<file path="config.mk">
export PLATFORM = sky130hd
export DESIGN_NAME = uart_rx_cfg
export DESIGN_NICKNAME = d
export VERILOG_FILES = /design/src/rtl/uart_rx_cfg_pkg.sv /design/src/rtl/uart_rx_cfg_sync_vote.sv /design/src/rtl/uart_rx_cfg.sv
export SDC_FILE = /design/constraint.sdc
export NUM_CORES = 1
export LEC_CHECK = 0
export CORE_ASPECT_RATIO = 0.9
export CORE_MARGIN = 8
export CORE_UTILIZATION = 40
export CTS_BUF_LIST = sky130_fd_sc_hd__clkbuf_8
export DETAILED_ROUTE_END_ITERATION = 8
export GPL_ROUTABILITY_DRIVEN = 1
export GPL_TIMING_DRIVEN = 0
export PLACE_DENSITY = 0.69
export SETUP_SLACK_MARGIN = 0.02
export SYNTH_ARGS = -nofsm -noshare
export SYNTH_HDL_FRONTEND = slang
export SYNTH_SLANG_ARGS = --single-unit
</file>
<file path="constraint.sdc">
create_clock -name clk -period 2.4 [get_ports clk]
set_clock_uncertainty 0.05 [all_clocks]
set_input_delay 0.36 -clock clk [delete_from_list [all_inputs] [get_ports clk]]
set_output_delay 0.36 -clock clk [all_outputs]
set_load 0.05 [all_outputs]
</file>
<file path="src/rtl/uart_rx_cfg_pkg.sv">
// Shared definitions for the configurable UART receiver: state encodings,
// oversampling defaults, majority-sample offsets and the data-width clamp.
package uart_rx_cfg_pkg;

    localparam int OSR_DEFAULT = 16;
    localparam int DBIT_MIN    = 5;
    localparam int VOTE_PRE    = 1;
    localparam int VOTE_POST   = 1;

    typedef enum logic [2:0] {
        IDLE     = 3'd0,
        START    = 3'd1,
        DATA     = 3'd2,
        PARITY   = 3'd3,
        STOP     = 3'd4,
        BRK_WAIT = 3'd5
    } rx_state_t;

    // Out-of-range requests saturate to the nearest supported width.
    function automatic logic [3:0] clamp_dbits(input logic [3:0] cfg, input int dmax);
        logic [3:0] res;
        if (int'(cfg) < DBIT_MIN) begin
            res = 4'(DBIT_MIN);
        end else if (int'(cfg) > dmax) begin
            res = 4'(dmax);
        end else begin
            res = cfg;
        end
        return res;
    endfunction

endpackage

</file>
<file path="src/rtl/uart_rx_cfg_sync_vote.sv">
// rx synchroniser chain plus the 3-sample majority voter; the third sample is
// taken combinationally so the vote is usable in the same cycle as its tick.
module uart_rx_cfg_sync_vote
    import uart_rx_cfg_pkg::*;
#(
    parameter int OSR         = OSR_DEFAULT,
    parameter int SYNC_STAGES = 2,
    parameter int CW          = $clog2(OSR)
) (
    input  logic          clk,
    input  logic          rst_n,
    input  logic          rx,
    input  logic          s_tick,
    input  logic [CW-1:0] s_cnt,
    output logic          rxs,
    output logic          vote,
    output logic          vote_stb
);

    localparam logic [CW-1:0] SMP0 = CW'(OSR / 2 - VOTE_PRE);
    localparam logic [CW-1:0] SMP1 = CW'(OSR / 2);
    localparam logic [CW-1:0] SMP2 = CW'(OSR / 2 + VOTE_POST);

    logic [SYNC_STAGES-1:0] sync_q;
    logic [1:0]             smp_q;

    // Preset to 1 so a reset never looks like a start bit.
    always_ff @(posedge clk or negedge rst_n) begin
        if (!rst_n) begin
            sync_q <= '1;
        end else begin
            sync_q <= {sync_q[SYNC_STAGES-2:0], rx};
        end
    end

    assign rxs = sync_q[SYNC_STAGES-1];

    always_ff @(posedge clk or negedge rst_n) begin
        if (!rst_n) begin
            smp_q <= 2'b11;
        end else if (s_tick) begin
            if (s_cnt == SMP0) smp_q[0] <= rxs;
            if (s_cnt == SMP1) smp_q[1] <= rxs;
        end
    end

    assign vote_stb = s_tick && (s_cnt == SMP2);
    assign vote     = (smp_q[0] & smp_q[1]) | (smp_q[0] & rxs) | (smp_q[1] & rxs);

endmodule

</file>
<file path="src/rtl/uart_rx_cfg.sv">
// Runtime-configurable UART receiver with valid/ready output, framing, overrun
// and break detection. Define UART_RX_PARITY_EN to build the parity stage.
module uart_rx_cfg
    import uart_rx_cfg_pkg::*;
#(
    parameter int DBIT_MAX    = 9,
    parameter int OSR         = OSR_DEFAULT,
    parameter int SYNC_STAGES = 2
) (
    input  logic                clk,
    input  logic                reset_n,
    input  logic                rx,
    input  logic                s_tick,
    input  logic [3:0]          cfg_dbits,
    input  logic                cfg_stop2,
    input  logic                cfg_par_en,
    input  logic                cfg_par_odd,
    output logic [DBIT_MAX-1:0] m_data,
    output logic                m_err_frame,
    output logic                m_err_par,
    output logic                m_valid,
    input  logic                m_ready,
    output logic                overrun,
    output logic                break_det,
    output logic                busy
);

    localparam int CW = $clog2(OSR);
    localparam int NW = $clog2(DBIT_MAX);
    localparam logic [CW-1:0] S_LAST  = CW'(OSR - 1);
    localparam logic [NW-1:0] N_WIDEST = NW'(DBIT_MAX - 1);

    rx_state_t            state, state_nxt;
    logic [1:0]           rst_q;
    logic                 rst_n;
    logic                 rxs, vote, vote_stb;
    logic [CW-1:0]        s_cnt;
    logic [NW-1:0]        n, dbits_m1;
    logic [DBIT_MAX-1:0]  b_reg;
    logic                 stop2_q, stop_idx, err_frame_q;
    logic                 par_go, par_zero;
    logic                 start_det, bit_end, last_data, last_stop, brk_cond;
    logic                 deliver, brk_stb, load_ok, drop;

    // Reset asserts asynchronously but releases on a clock edge.
    always_ff @(posedge clk or negedge reset_n) begin
        if (!reset_n) begin
            rst_q <= 2'b00;
        end else begin
            rst_q <= {rst_q[0], 1'b1};
        end
    end

    assign rst_n = rst_q[1];

    uart_rx_cfg_sync_vote #(
        .OSR         (OSR),
        .SYNC_STAGES (SYNC_STAGES),
        .CW          (CW)
    ) u_sync_vote (
        .clk      (clk),
        .rst_n    (rst_n),
        .rx       (rx),
        .s_tick   (s_tick),
        .s_cnt    (s_cnt),
        .rxs      (rxs),
        .vote     (vote),
        .vote_stb (vote_stb)
    );

    assign start_det = (state == IDLE) && s_tick && !rxs;
    assign bit_end   = s_tick && (s_cnt == S_LAST);
    assign last_data = (n == dbits_m1);
    assign last_stop = (stop_idx == stop2_q);
    assign brk_cond  = !stop_idx && !vote && (b_reg == '0) && par_zero;

    always_ff @(posedge clk or negedge rst_n) begin
        if (!rst_n) begin
            state <= IDLE;
        end else begin
            state <= state_nxt;
        end
    end

    // A break ends the frame at its first stop vote even when two stop bits are configured.
    always_comb begin
        state_nxt = state;
        case (state)
            IDLE:     if (start_det) state_nxt = START;
            START: begin
                if (vote_stb && vote) begin
                    state_nxt = IDLE;
                end else if (bit_end) begin
                    state_nxt = DATA;
                end
            end
            DATA:     if (bit_end && last_data) state_nxt = par_go ? PARITY : STOP;
`ifdef UART_RX_PARITY_EN
            PARITY:   if (bit_end) state_nxt = STOP;
`endif
            STOP: begin
                if (vote_stb) begin
                    if (brk_cond) begin
                        state_nxt = BRK_WAIT;
                    end else if (last_stop) begin
                        state_nxt = IDLE;
                    end
                end
            end
            BRK_WAIT: if (rxs) state_nxt = IDLE;
            default:  state_nxt = IDLE;
        endcase
    end

    always_comb begin
        busy    = (state != IDLE);
        deliver = 1'b0;
        brk_stb = 1'b0;
        if ((state == STOP) && vote_stb) begin
            brk_stb = brk_cond;
            deliver = brk_cond || last_stop;
        end
        load_ok = deliver && (!m_valid || m_ready);
        drop    = deliver && m_valid && !m_ready;
    end

    // Frame configuration is captured at the start edge and held for the whole frame.
    always_ff @(posedge clk or negedge rst_n) begin
        if (!rst_n) begin
            s_cnt       <= '0;
            n           <= '0;
            b_reg       <= '0;
            dbits_m1    <= '0;
            stop2_q     <= 1'b0;
            stop_idx    <= 1'b0;
            err_frame_q <= 1'b0;
        end else if (start_det) begin
            s_cnt       <= '0;
            n           <= '0;
            b_reg       <= '0;
            dbits_m1    <= NW'(clamp_dbits(cfg_dbits, DBIT_MAX) - 4'd1);
            stop2_q     <= cfg_stop2;
            stop_idx    <= 1'b0;
            err_frame_q <= 1'b0;
        end else if ((state != IDLE) && (state != BRK_WAIT)) begin
            if (s_tick) begin
                s_cnt <= (s_cnt == S_LAST) ? '0 : s_cnt + CW'(1);
            end
            case (state)
                DATA: begin
                    if (vote_stb) b_reg <= {vote, b_reg[DBIT_MAX-1:1]};
                    if (bit_end)  n     <= n + NW'(1);
                end
                STOP: begin
                    if (vote_stb && !vote) err_frame_q <= 1'b1;
                    if (bit_end)           stop_idx    <= 1'b1;
                end
                default: ;
            endcase
        end
    end

    // Dropped words leave the held word untouched; only the overrun pulse reports them.
    always_ff @(posedge clk or negedge rst_n) begin
        if (!rst_n) begin
            m_data      <= '0;
            m_err_frame <= 1'b0;
            m_valid     <= 1'b0;
            overrun     <= 1'b0;
            break_det   <= 1'b0;
        end else begin
            overrun   <= drop;
            break_det <= brk_stb;
            if (load_ok) begin
                m_data      <= b_reg >> (N_WIDEST - dbits_m1);
                m_err_frame <= err_frame_q | !vote;
                m_valid     <= 1'b1;
            end else if (m_valid && m_ready) begin
                m_valid <= 1'b0;
            end
        end
    end

`ifdef UART_RX_PARITY_EN
    logic par_en_q, par_odd_q, err_par_q;

    // par_zero remembers a 0 parity bit so an all-zero frame can still be classed as a break.
    always_ff @(posedge clk or negedge rst_n) begin
        if (!rst_n) begin
            par_en_q  <= 1'b0;
            par_odd_q <= 1'b0;
            err_par_q <= 1'b0;
            par_zero  <= 1'b1;
            m_err_par <= 1'b0;
        end else begin
            if (start_det) begin
                par_en_q  <= cfg_par_en;
                par_odd_q <= cfg_par_odd;
                err_par_q <= 1'b0;
                par_zero  <= 1'b1;
            end else if ((state == PARITY) && vote_stb) begin
                err_par_q <= ((^b_reg) ^ vote) != par_odd_q;
                par_zero  <= !vote;
            end
            if (load_ok) m_err_par <= err_par_q;
        end
    end

    assign par_go = par_en_q;
`else
    logic unused_par;

    assign unused_par = cfg_par_en ^ cfg_par_odd;
    assign par_go     = 1'b0;
    assign par_zero   = 1'b1;
    assign m_err_par  = 1'b0;
`endif

endmodule

</file>
==> metrics.yaml <==
drt-wirelength-per-cell_um: 13.5
status: "finished clean"
synth_edf_count: 0
drive_gt1_share_pct: 13.4
place_congestion: 0.776
p_seq_share_pct: 38.4
synthDominantCellAreaShare_pct: 41.6
post-route-period-util_pct: 89.9
crit_required_ns: 2.54
dr.first_iter.drc_count: 55
finalSetupViolCount: 0
ys_warn_count: 0
max_slew_margin_pct: 61.6
hold_violations: 0
utilization_pct: 48.8
die-area_um2: 9120
grt-ovfl-total: 0
crit_arrival_ns: 2.29
synth_simple_gate_area_share_pct: 21.0
fp.dieW_um: 99.8
crit_chain: "clkbuf_4, inv_1, ha_2, inv_1, mux2i_1, mux2i_1, o21ai_1, mux2_1"
p_switching_uw: 1080
core_um2: 6110
io_buffers: 22
antenna_found_initial: 0
yosys_register_bits: 46
endpoint_kind: "flop"
ys_seq_area_share_pct: 45.8
ir_drop_v: 0.000289
start_kind: "flop"
tightestPinTransition_ns: 0.574
rows: 27
finalSetupTns_ns: 0
area_growth_syn_to_layout_pct: 18.0
synth_cells: 254
min_path_type: "in2async"
clock_latency_ns: 0.30
grt_util_all_layers_pct: 12.0
synth_fa_ha_area_share_pct: 3.42
combPwrFrac_pct: 44.1
htreeDepth: 2
setup_ws_ns: 0.242
yosysTopAreaCell: "dfrtp_1"
synth_compound_area_share_pct: 11.9
powerDensity_nw_per_um2: 903
drtAntennaViolNets: 0
max_stage_delay_ns: 0.45
synth.distinct_cells: 54
ys_async_sr_fraction_pct: 100
grt_pass1_vias: 1827
synth_top_cells_by_area: "dfrtp_1 (42%), nand2_1 (6.2%), mux2i_1 (5.5%)"
numClockSinks: 46
grt_max_degree: 24
grt_pass1_wl_um: 9010
wirelength_um: 5010
via_per_inst: 5.07
dr.pass1.iters: 4
r2r_cells: 8
die_h_um: 91.4
fmax_ghz: 0.463
root_buffer: "clkbuf_8"
nets: 301
pin_count: 27
cts_tree: "built"
synth-main-ff-cell: "dfrtp_1"
synth_xor_area_share_pct: 4.16
internal_power_uw: 1610
n_fill_cell: 592
synth_fp_nets: 272
initial_utilization_pct: 41.3
dp_hpwl_um: 3780
slew_viol_final: 0
maxCapViolations: 0
synth_top_family_by_area: "simple AND/OR/NAND/NOR gates"
slowest_stage: "ha_2"
syn_area_per_cell_um2: 9.95
via_count: 1880
instances_no_fill: 371
hold_slack_ns: 0.155
syn_area_um2: 2530
rsz0062_at_grt: "false"
clkPwrFrac_pct: 17.5
p_leak_uw: 0.00131
crit_type: "reg2reg"
cts_hold_buf: 0
sw_frac_of_total_pct: 40.2
ff2ff_setup_slack_ns: 0.24
place_inst: 364
clk_pin_slew_ns: 0.09
r2r-start: "dbits_m1[0]"
reg2reg_to: "m_data[0]"
cts_buffer_depth: 2
cp_max_fo: 10
cts_buffers: 5
diodes: 0
fin_crit_ns: 2.16
dpl_worst_slack_ns: -0.101
drt_drc_violations_left: 0
muxShareOfSynthArea_pct: 9.56
==> metrics by stage <==
step / area, µm² / total power [µW]
2_1_floorplan: 2530 / 1940
3_3_place_gp: 2860 / 2170
3_5_place_dp: 2880 / 2210
4_1_cts: 2970 / 2700
5_1_grt: 2980 / 2910
6_report: 2980 / 2690
==> how the worst max path moves through the flow <==
stage / slack [ns] / endpoint / from
final: 0.24 / m_data[0] / dbits_m1[0]
after global routing: 0.04 / m_data[0] / dbits_m1[0]
after CTS: 0.05 / busy / state[1]
after detailed placement: -0.10 / m_data[0] / dbits_m1[0]
after global placement: -0.05 / m_data[0] / dbits_m1[0]
after floorplan: 0.19 / m_data[0] / dbits_m1[0]
==> cell usage in the layout, fill, tap and decap left out, types with 2 or more instances in the layout <==
cell type and n:
nor2_1 21, o21ai_1 5, inv_1 8, nor3_1 5
nand2b_1 6, dfstp_2 4, mux2_1 2, conb_1 2
nor3b_1 2, a21oi_1 9, o21bai_1 2, clkdlybuf4s50_1 21
o31ai_1 3, nand3b_1 2, buf_6 2, ha_1 5
nand4b_1 3, mux2_2 3, nor4_2 2, nand4_1 2
buf_2 3, o21ai_0 10, clkbuf_1 5, mux2i_1 14
mux4_2 2, o41ai_2 2, xor2_1 9, nand2_1 42
clkbuf_8 5, xnor2_1 2, nand3_1 6, a21o_1 3
dfrtp_1 41
==> timing repair <==
item / CTS / global route
hold endpoints to repair: 0 / 0
setup buffers: 0 / 0
setup endpoints to repair: 6 / 7
resized for setup: 1 / 3
==> synth_stat cells (3+ instances only) <==
library cell / instances
a21o_1: 3
a21oi_1: 9
buf_2: 4
clkbuf_1: 6
dfrtp_1: 42
dfstp_2: 4
ha_1: 6
inv_1: 7
mux2_2: 3
mux2i_1: 14
nand2_1: 42
nand2b_1: 6
nand3_1: 6
nand4b_1: 3
nor2_1: 21
nor3_1: 5
o21ai_0: 10
o21ai_1: 5
o31ai_1: 3
xnor2_1: 3
xor2_1: 9
==> area by class of cell <==
type / count / area (µm²) / share of cell area, %
Multi-Input combinational cell: 188 / 1280 / 43.0
Sequential cell: 46 / 1160 / 38.8
Timing Repair Buffer: 23 / 250 / 8.39
Tap cell: 87 / 109 / 3.65
Buffer: 12 / 71.3 / 2.39
Clock buffer: 5 / 68.8 / 2.31
Inverter: 7 / 26.3 / 0.881
Clock inverter: 3 / 17.5 / 0.587
==> layer usage <==
metal  vias to the layer above  GRT usage (%)  share of wire, %
met5                         -              0                 0
met4                         0           5.29               1.7
li1                        935              -                 -
met2                        34           18.1                45
met1                       905           15.7                49
met3                         6           3.05               4.4
==> power by group through the flow <==
stage	sequential (µW)	clock [µW]	combinational, µW
detailed placement	1050	0	1160
finish	1030	471	1190
global placement	1050	0	1120
floorplan	1030	0	912
global route	1060	519	1330
CTS	1030	490	1180
==> cells by family (layout without fill, tap and decap cells) <==
| family | after synthesis | in the layout |
|---|---|---|
| simple gates | 102 | 102 |
| flops | 46 | 46 |
| compound gates | 44 | 44 |
| mux | 21 | 21 |
| buf+inv | 20 | 50 |
| xor+xnor | 12 | 12 |
| fa+ha+maj | 7 | 7 |
| other cells | 2 | 2 |
==> worst max-delay path, delay by kind of cell, from the launching register on <==
kind	cells	cell delay, ns
buf+inv	3	0.51
fa+ha+maj	1	0.45
mux	3	0.56
compound gates	1	0.07
flops	1	0.40
(Power assumes the default switching activity.)
